**src/rtl/rv_fetch_queue_if.sv**
```systemverilog
// Fetch-queue bus: instruction-memory handshake, redirect input and decode window.
// "master" is the environment (core + memory); "slave" is the queue itself.
interface rv_fetch_queue_if #(
  parameter int unsigned FETCH_BYTES   = 8,
  parameter int unsigned WINDOW_HALVES = 4
);
  localparam int unsigned AW = 64 - $clog2(FETCH_BYTES);
  localparam int unsigned HW = $clog2(WINDOW_HALVES + 1);

  logic                         redirect;
  logic [62:0]                  redirect_pc;
  logic                         fetch_req;
  logic [AW-1:0]                fetch_addr;
  logic                         fetch_ack;
  logic [FETCH_BYTES*8-1:0]     fetch_data;
  logic                         fetch_fault;
  logic [HW-1:0]                out_halves;
  logic [62:0]                  out_pc;
  logic [WINDOW_HALVES*16-1:0]  out_window;
  logic                         out_fault;
  logic                         consume;
  logic [HW-1:0]                consume_halves;

  modport master (
    output redirect, redirect_pc, fetch_ack, fetch_data, fetch_fault,
           consume, consume_halves,
    input  fetch_req, fetch_addr, out_halves, out_pc, out_window, out_fault
  );

  modport slave (
    input  redirect, redirect_pc, fetch_ack, fetch_data, fetch_fault,
           consume, consume_halves,
    output fetch_req, fetch_addr, out_halves, out_pc, out_window, out_fault
  );
endinterface

```
**src/rtl/rv_fetch_queue.sv**
```systemverilog
// Instruction prefetch queue: fetches aligned blocks into a circular buffer of
// 16-bit parcels and presents a WINDOW_HALVES-parcel window at the current PC.
module rv_fetch_queue #(
  parameter int unsigned FETCH_BYTES   = 8,
  parameter int unsigned DEPTH_HALVES  = 16,
  parameter int unsigned WINDOW_HALVES = 4
) (
  input  logic              clock,
  input  logic              reset_n,
  rv_fetch_queue_if.slave   bus
);
  localparam int unsigned OFF_W  = $clog2(FETCH_BYTES);
  localparam int unsigned AW     = 64 - OFF_W;
  localparam int unsigned BLK_H  = FETCH_BYTES / 2;
  localparam int unsigned SKIP_W = OFF_W - 1;
  localparam int unsigned PTR_W  = $clog2(DEPTH_HALVES);
  localparam int unsigned CNT_W  = PTR_W + 1;
  localparam int unsigned HW     = $clog2(WINDOW_HALVES + 1);

  typedef enum logic [1:0] {IDLE, RUN, FAULT} state_t;

  state_t               state;
  logic [15:0]          mem [DEPTH_HALVES];
  logic [PTR_W-1:0]     head;
  logic [PTR_W-1:0]     tail;
  logic [CNT_W-1:0]     count;
  logic [AW-1:0]        fetch_pc;
  logic [SKIP_W-1:0]    skip;
  logic [62:0]          pc;
  logic                 fetch_req_q;
  logic                 fault_q;

  logic                 xfer;
  logic                 push_ok;
  logic                 pop_ok;
  logic [CNT_W-1:0]     push_n;
  logic [CNT_W-1:0]     pop_n;
  logic [CNT_W-1:0]     count_nxt;
  state_t               state_nxt;
  logic [HW-1:0]        avail;
  logic [WINDOW_HALVES*16-1:0] window;

  // Transfer/pop qualification and next count/state; redirect overrides everything.
  always_comb begin
    avail     = (count >= CNT_W'(WINDOW_HALVES)) ? HW'(WINDOW_HALVES) : HW'(count);
    xfer      = fetch_req_q & bus.fetch_ack & ~bus.redirect;
    push_ok   = xfer & ~bus.fetch_fault;
    push_n    = push_ok ? (CNT_W'(BLK_H) - CNT_W'(skip)) : '0;
    pop_ok    = bus.consume & ~bus.redirect & (bus.consume_halves != '0) &
                (bus.consume_halves <= avail);
    pop_n     = pop_ok ? CNT_W'(bus.consume_halves) : '0;
    count_nxt = bus.redirect ? '0 : (count - pop_n + push_n);
    state_nxt = state;
    if (bus.redirect)
      state_nxt = RUN;
    else if (state == RUN && xfer && bus.fetch_fault)
      state_nxt = FAULT;
  end

  // Control state; fetch_req/out_fault are registered from the next state and count,
  // which equals evaluating them each cycle on the registered count.
  always_ff @(posedge clock or negedge reset_n) begin
    if (!reset_n) begin
      state       <= IDLE;
      head        <= '0;
      tail        <= '0;
      count       <= '0;
      fetch_pc    <= '0;
      skip        <= '0;
      pc          <= '0;
      fetch_req_q <= 1'b0;
      fault_q     <= 1'b0;
    end else begin
      state       <= state_nxt;
      count       <= count_nxt;
      fetch_req_q <= (state_nxt == RUN) &&
                     ((CNT_W'(DEPTH_HALVES) - count_nxt) >= CNT_W'(BLK_H));
      fault_q     <= (state_nxt == FAULT);
      if (bus.redirect) begin
        head     <= '0;
        tail     <= '0;
        pc       <= bus.redirect_pc;
        fetch_pc <= bus.redirect_pc[62:OFF_W-1];
        skip     <= bus.redirect_pc[SKIP_W-1:0];
      end else begin
        head <= head + PTR_W'(pop_n);
        tail <= tail + PTR_W'(push_n);
        pc   <= pc + 63'(pop_n);
        if (push_ok) begin
          fetch_pc <= fetch_pc + 1'b1;
          skip     <= '0;
        end
      end
    end
  end

  // Parcel storage: parcels skip..BLK_H-1 of an accepted block land at tail onward.
  always_ff @(posedge clock or negedge reset_n) begin
    if (!reset_n) begin
      for (int unsigned i = 0; i < DEPTH_HALVES; i++) mem[i] <= '0;
    end else begin
      for (int unsigned j = 0; j < BLK_H; j++) begin
        if (push_ok && SKIP_W'(j) >= skip)
          mem[tail + PTR_W'(j) - PTR_W'(skip)] <= bus.fetch_data[j*16 +: 16];
      end
    end
  end

  // Decode window read from head with wrap; slots beyond count read as zero.
  always_comb begin
    window = '0;
    for (int unsigned i = 0; i < WINDOW_HALVES; i++) begin
      if (CNT_W'(i) < count)
        window[i*16 +: 16] = mem[head + PTR_W'(i)];
    end
  end

  assign bus.fetch_req  = fetch_req_q;
  assign bus.fetch_addr = fetch_pc;
  assign bus.out_halves = avail;
  assign bus.out_pc     = pc;
  assign bus.out_window = window;
  assign bus.out_fault  = fault_q;
endmodule
```
**src/flat_wrapper.sv**
```systemverilog
// flat-port wrapper written by rule: the top's interface ports become plain ports
module rv_fetch_queue_flat 
#(
  parameter int unsigned FETCH_BYTES   = 8,
  parameter int unsigned DEPTH_HALVES  = 16,
  parameter int unsigned WINDOW_HALVES = 4
)
  (clock, reset_n, bus_redirect, bus_redirect_pc, bus_fetch_ack, bus_fetch_data, bus_fetch_fault, bus_consume, bus_consume_halves, bus_fetch_req, bus_fetch_addr, bus_out_halves, bus_out_pc, bus_out_window, bus_out_fault);
  rv_fetch_queue_if #(.FETCH_BYTES(FETCH_BYTES), .WINDOW_HALVES(WINDOW_HALVES)) bus_i ();
  input  logic clock;
  input  logic reset_n;
  input wire logic [$bits(bus_i.redirect)-1:0] bus_redirect;
  input wire logic [$bits(bus_i.redirect_pc)-1:0] bus_redirect_pc;
  input wire logic [$bits(bus_i.fetch_ack)-1:0] bus_fetch_ack;
  input wire logic [$bits(bus_i.fetch_data)-1:0] bus_fetch_data;
  input wire logic [$bits(bus_i.fetch_fault)-1:0] bus_fetch_fault;
  input wire logic [$bits(bus_i.consume)-1:0] bus_consume;
  input wire logic [$bits(bus_i.consume_halves)-1:0] bus_consume_halves;
  output wire logic [$bits(bus_i.fetch_req)-1:0] bus_fetch_req;
  output wire logic [$bits(bus_i.fetch_addr)-1:0] bus_fetch_addr;
  output wire logic [$bits(bus_i.out_halves)-1:0] bus_out_halves;
  output wire logic [$bits(bus_i.out_pc)-1:0] bus_out_pc;
  output wire logic [$bits(bus_i.out_window)-1:0] bus_out_window;
  output wire logic [$bits(bus_i.out_fault)-1:0] bus_out_fault;
  assign bus_i.redirect = bus_redirect;
  assign bus_i.redirect_pc = bus_redirect_pc;
  assign bus_i.fetch_ack = bus_fetch_ack;
  assign bus_i.fetch_data = bus_fetch_data;
  assign bus_i.fetch_fault = bus_fetch_fault;
  assign bus_i.consume = bus_consume;
  assign bus_i.consume_halves = bus_consume_halves;
  assign bus_fetch_req = bus_i.fetch_req;
  assign bus_fetch_addr = bus_i.fetch_addr;
  assign bus_out_halves = bus_i.out_halves;
  assign bus_out_pc = bus_i.out_pc;
  assign bus_out_window = bus_i.out_window;
  assign bus_out_fault = bus_i.out_fault;
  rv_fetch_queue #(.FETCH_BYTES(FETCH_BYTES), .DEPTH_HALVES(DEPTH_HALVES), .WINDOW_HALVES(WINDOW_HALVES)) u_core (.clock(clock), .reset_n(reset_n), .bus(bus_i));
endmodule
```
**config.mk**
```make
export PLATFORM = sky130hd
export DESIGN_NAME = rv_fetch_queue_flat
export DESIGN_NICKNAME = d
export VERILOG_FILES = /design/src/rtl/rv_fetch_queue_if.sv /design/src/rtl/rv_fetch_queue.sv /design/src/flat_wrapper.sv
export SDC_FILE = /design/constraint.sdc
export NUM_CORES = 2
export LEC_CHECK = 0
export CORE_MARGIN = 5
export CORE_UTILIZATION = 25
export CTS_CLUSTER_DIAMETER = 100
export DETAILED_ROUTE_END_ITERATION = 6
export GPL_TIMING_DRIVEN = 0
export MAX_ROUTING_LAYER = met4
export SLEW_MARGIN = 20
export SYNTH_ARGS = -nofsm -noshare
export SYNTH_HDL_FRONTEND = slang
export SYNTH_SLANG_ARGS = --single-unit
```
**constraint.sdc**
```tcl
create_clock -name clock -period 3.7 [get_ports clock]
set_input_delay 0.74 -clock clock [delete_from_list [all_inputs] [get_ports clock]]
set_output_delay 0.74 -clock clock [all_outputs]
set_load 0.01 [all_outputs]
```
Yosys cells after proc, flatten, opt, wreduce, memory -nomap -nowiden
Cells that the tools add are included.

$add $sub $neg: 18. $lt $le $gt $ge: 23. Eq/ne operators: 3. Muxes and demuxes: 45. Bitwise gates (word level): 16. Reductions and logical operators: 13.

Operators by type and width (number): $bwmux 256 (4); $mux 256 (4); $bmux 16 s4 (4); $demux 16 s4 (4); $mux 16 (16); $mux 61 (2); $add 63x5->63 (1); $mux 63 (1); $add 61x1->61 const B (1); $ge 5x5->1 const B (8); $not 4->5 (8); $lt 5x1->1 const B (4); $add 4x2->4 const B (4); $sub 4x2->4 (4); $logic_and 1x1->1 (11); $ge 5x3->1 const B (2); $lt 1x5->1 const A (2); $lt 2x5->1 const A (2); $mux 5 (2); $add 4x1->4 const B (2); $add 4x4->4 (2); $mux 2 (4); $mux 4 (2); $and 1x1->1 (6); 13 further kinds (18).

Register bits after elaboration: 399. Output and inout port bits: 193. Word-level logic and storage cells: 143.

Depth between registers and ports, before layout
Depth after elaboration: 14. Gate-level depth with buffers: 23. Depth with buffers taken out: 22.

Worst setup path before layout
Ideal clock, no wire load.

Path kind: reg-to-reg. Start point: register u_core.count[3]. End point: register u_core.pc[24], in the netlist u_core.bus.out_pc[24]. Library setup time: 125 ps. Arrival time: 4076 ps. Setup slack: -500 ps. Cell stages (with the launch flop): 23. Clock period less this slack: 4200 ps. Cells stage by stage: dfrtp_1 inv_1 ha_1 nor2b_1 clkbuf_1 inv_1 nor2_1 ha_1 inv_1 a21o_1 a21oi_1 a31oi_1 nor2_1 and2_1 ha_1 inv_1 fa_1 inv_1 a21oi_1 nor4b_1 nand3_1 xnor2_1 mux2_2.

Longest elaborated chain between the ends: 7.

RTL lines: from (decl) (RTL line rv_fetch_queue.sv:26) `logic [CNT_W-1:0] count;`; from (signal assigned) (RTL line rv_fetch_queue.sv:75) `count <= count_nxt;`; $ge 5x3->1 (RTL line rv_fetch_queue.sv:45) `avail = (count >= CNT_W'(WINDOW_HALVES)) ? HW'(WINDOW_HALVES) : HW'(count);`; $mux 3 (RTL line rv_fetch_queue.sv:45); via bus_out_halves[2] (RTL line flat_wrapper.sv:21) `output wire logic [$bits(bus_i.out_halves)-1:0] bus_out_halves;`; $le 3x3->1 (RTL line rv_fetch_queue.sv:50) `(bus.consume_halves <= avail);`; $and 1x1->1 (RTL line rv_fetch_queue.sv:49) `pop_ok = bus.consume & ~bus.redirect & (bus.consume_halves != '0) &`; $mux 3 (RTL line rv_fetch_queue.sv:51) `pop_n = pop_ok ? CNT_W'(bus.consume_halves) : '0;`; $add 63x5->63 (RTL line rv_fetch_queue.sv:88) `pc <= pc + 63'(pop_n);`; $mux 63 (RTL line rv_fetch_queue.sv:79) `if (bus.redirect) begin`; to (signal assigned) (RTL line rv_fetch_queue.sv:82) `pc <= bus.redirect_pc;`; to (signal assigned) (RTL line rv_fetch_queue.sv:88); to (decl) (RTL line rv_fetch_queue.sv:29) `logic [62:0] pc;`.

The timed path passes the listed nets, and every way through them passes these cells. A chain may end at the register's enable or synchronous reset.

Worst setup path after layout
Start point: register u_core.head[0]. End point: output bus_out_window[27].

Longest elaborated chain between the ends: 6.

RTL lines: from (decl) (RTL line rv_fetch_queue.sv:24) `logic [PTR_W-1:0] head;`; from (signal assigned) (RTL line rv_fetch_queue.sv:86) `head <= head + PTR_W'(pop_n);`; $add 4x1->4 (RTL line rv_fetch_queue.sv:114) `window[i*16 +: 16] = mem[head + PTR_W'(i)];`; $not 4->5 (implied by the code) (RTL line rv_fetch_queue.sv:114); $bmux 16 s4 (RTL line rv_fetch_queue.sv:114); $mux 16 (implied by the code) (2 in a row) (RTL line rv_fetch_queue.sv:114); $mux 16 (RTL line rv_fetch_queue.sv:113) `if (CNT_W'(i) < count)`; to (decl) (RTL line flat_wrapper.sv:23) `output wire logic [$bits(bus_i.out_window)-1:0] bus_out_window;`.

Every way passes these cells. The select of a mux whose other input is x is not followed.

==> impl_metrics.yaml <==
logic_synthesis:
  synth_cell_types: 69
  synth_cells: 3205
  yosys_warnings: 0
  synth-seq-cells: 399
  yosysTopAreaCell: "dfrtp_1"
  synth_top_area_share_pct: 30.7
  async_flop_share_pct: 100
  synthFlopType: "dfrtp_1"
  avgSynthCellArea_um2: 10.1
  postSynthNetCount: 3385
  synth_seq_area_share_pct: 30.7
  synthTopCellsByArea: "dfrtp_1 (31%), mux4_2 (20%), a221oi_1 (6.8%)"
  syn_area_um2: 32500
  synth_edf_count: 0
critical_path:
  path_max_fanout: 6
  critPathCaptureType: "output pin"
  reg2reg_slack_ns: -0.32
  rr_startpoint: "u_core.count[3]"
  start_kind: "flop"
  ff2ff_path_depth: 21
  worstSetupPathType: "flop to output pin"
  r2r_end: "u_core.bus.fetch_req"
  required_ns: 2.96
  cp.arrival_ns: 3.28
global_routing:
  grt_pass1_vias: 33800
  globalRouteTotalUtil_pct: 26.3
  overflow: 0
  grt_pass1_wl_um: 254000
  grt_max_degree: 96
  grt_antenna_before_repair: 22
placed_design:
  portBuffers: 312
  place_hpwl_um: 146000
  pre_cts_ws_ns: -2.00
  gp_congestion: 1.05
  dpl.cell_count: 5263
routing:
  ant_nets: 0
  dr_wl_met2_um: 81900
  drt-total-wl_um: 186000
  wl_met1_um: 65700
  drtIter0Drc: 4821
  top_layer: "met4"
  wl_met3_um: 27000
  wire_per_inst_um: 33.9
  drc_errors: 1
  viasPerCell: 6.26
  via_count: 34300
  first_pass_iters: 7
final_layout:
  drive_gt1_share_pct: 29.0
  final_util_pct: 33.4
  final_nets: 3863
  syn2layout_area_growth_pct: 32.7
  mostFrequentLayoutCells: "dfrtp_1 (395), nand2_1 (377), mux4_2 (288)"
  layout.cells.non_filler: 5479
  nFillCells: 13100
  final_common_cell: "dfrtp_1"
floorplanning:
  die_w_um: 371
  die_h_um: 371
  rows: 132
  start_util_pct: 25.1
  coreArea_um2: 129000
  dieArea_um2: 137000
  top_level_ports: 329
clock_tree:
  clk_path_buf_depth: 3
  clk_latency_ns: 0.64
  cts_root_buf: "clkbuf_16"
  cts_tree: "yes"
  clk_pin_slew_worst_paths_ns: 0.06
  numClockSinks: 399
  cts_inserted_buffers: 49
  hold_buffers: 0
  htreeDepth: 2
timing:
  fin_skew_ns: 0.0347
  tightest_slew_ns: 1.05
  setup_viol: 108
  period_needed_ns: 4.02
  maxSlewViolCount: 0
  setup_slack_ns: -0.319
  period_share_pct: 109
  fmax_ghz: 0.249
  maxSlewHeadroom_pct: 29.7
  rsz0062_at_grt: "true"
  whs_ns: 0.0925
  hold_viol: 0
power_and_ir_drop:
  power.static_leakage_uw: 0.0154
  peakVddDrop_uv: 370
  power.density_nw_per_um2: 658
hold_path:
  hp-class: "input port to async pin"
run:
  max_cap_violations: 0
outcome:
  outcome: "complete, but fails checks"
  violations: "DRC, setup timing"
through the flow:
stage / cell area, µm² / TNS (ns) / total power [µW]
4_1_cts: 41900 / -12.56 / 26800
3_5_place_dp: 38000 / -281.77 / 20600
2_1_floorplan: 32600 / 0 / 14700
5_1_grt: 43100 / -35.46 / 29100
3_3_place_gp: 37900 / -7221.65 / 20400
6_report: 43100 / -19.68 / 28400
cell families (layout without fill, tap and decap cells):
| group | count (synthesis) | in the layout | synth area share [%] |
|---|---|---|---|
| compound gates | 958 | 958 | 21.9 |
| simple gates | 903 | 903 | 14.0 |
| flops | 399 | 399 | 30.7 |
| buf+inv | 396 | 912 | 4.98 |
| mux | 382 | 382 | 23.1 |
| xor+xnor | 123 | 123 | 3.40 |
| fa+ha+maj | 44 | 44 | 1.93 |
| other cells | 0 | 16 | 0 |
what timing repair did:
item,in CTS,in global routing
buffers inserted,63,41
gates resized for setup,729,212
gates cloned,9,11
pin swaps,64,86
setup endpoints to repair,356,331
cells in the mapped netlist (7+ instances only):
master,number
fa_1,10
a21o_1,7
clkbuf_1,220
mux2i_1,35
buf_2,60
nand3_1,52
nor2_1,94
or2_2,54
nor3_2,14
o21a_1,7
a221oi_1,254
nand4_1,44
nor3_1,22
buf_1,54
xnor2_1,56
inv_1,46
a211oi_1,65
mux4_2,288
and4_1,12
nand2b_1,13
nor4_1,16
o221ai_1,192
nor2_2,7
mux2_2,59
o21ai_0,205
nor2b_1,74
or3_1,10
a21oi_1,111
o21ai_1,13
a221o_1,64
o211ai_1,8
nand2_1,385
xor2_1,65
and2_1,47
ha_1,34
dfrtp_1,399
and3_1,27
layout make-up:
type	instances	area, µm²	share of cell area, %
multi-input cells	2410	22200	51.5
flip-flops and latches	399	9990	23.2
repair buffers	435	4430	10.3
plain buffers	341	2370	5.49
well taps	1742	2180	5.05
clock buffers	64	1380	3.20
clock inverters	25	337	0.780
inverters	47	205	0.476
diodes	16	40.0	0.0928
power breakdown:
part           internal, µW  switching [µW]  leakage, µW  total, µW
sequential             5720            3770      0.00496       9500
clock                  3130            2180     0.000865       5310
combinational          7250            6350      0.00958      13600
per-layer routing:
metal  up-vias  global-route usage [%]
met1     16900                    30.7
met5         -                       -
li1      13800                       -
met4         0                    11.9
met2      2917                    40.0
met3       691                    10.3
sequential cells by signal, summed over array words and instances (netlist names):
register / count
u_core.bus.fetch_addr: 61
u_core.bus.fetch_req: 1
u_core.bus.out_fault: 1
u_core.bus.out_pc: 63
u_core.count: 5
u_core.head: 4
u_core.mem: 256
u_core.skip: 2
u_core.state: 2
u_core.tail: 4
how the worst max path moves through the flow:
stage,startpoint,end,slack (ns),depth (start not counted)
final,u_core.head[0],bus_out_window[27],-0.32,13
after global routing,u_core.count[3],u_core.bus.fetch_req,-0.55,23
after CTS,u_core.head[1],bus_out_window[27],-0.29,13
after detailed placement,u_core.head[1],bus_out_window[57],-2.00,11
after global placement,reset_n,u_core.mem[211],-17.49,1
after floorplan,u_core.count[3],u_core.bus.fetch_req,0.01,20
critical path, stage by stage (launching register included):
cell	delay, ns
dfrtp_2	0.51
buf_6	0.16
buf_12	0.12
buf_12	0.11
buf_12	0.11
clkinv_8	0.04
ha_4	0.30
buf_12	0.14
buf_12	0.15
clkbuf_16	0.19
mux4_2	0.35
mux2i_4	0.19
a211oi_2	0.09
buf_2	0.18
Note: power is estimated with default switching activity, not from simulation.
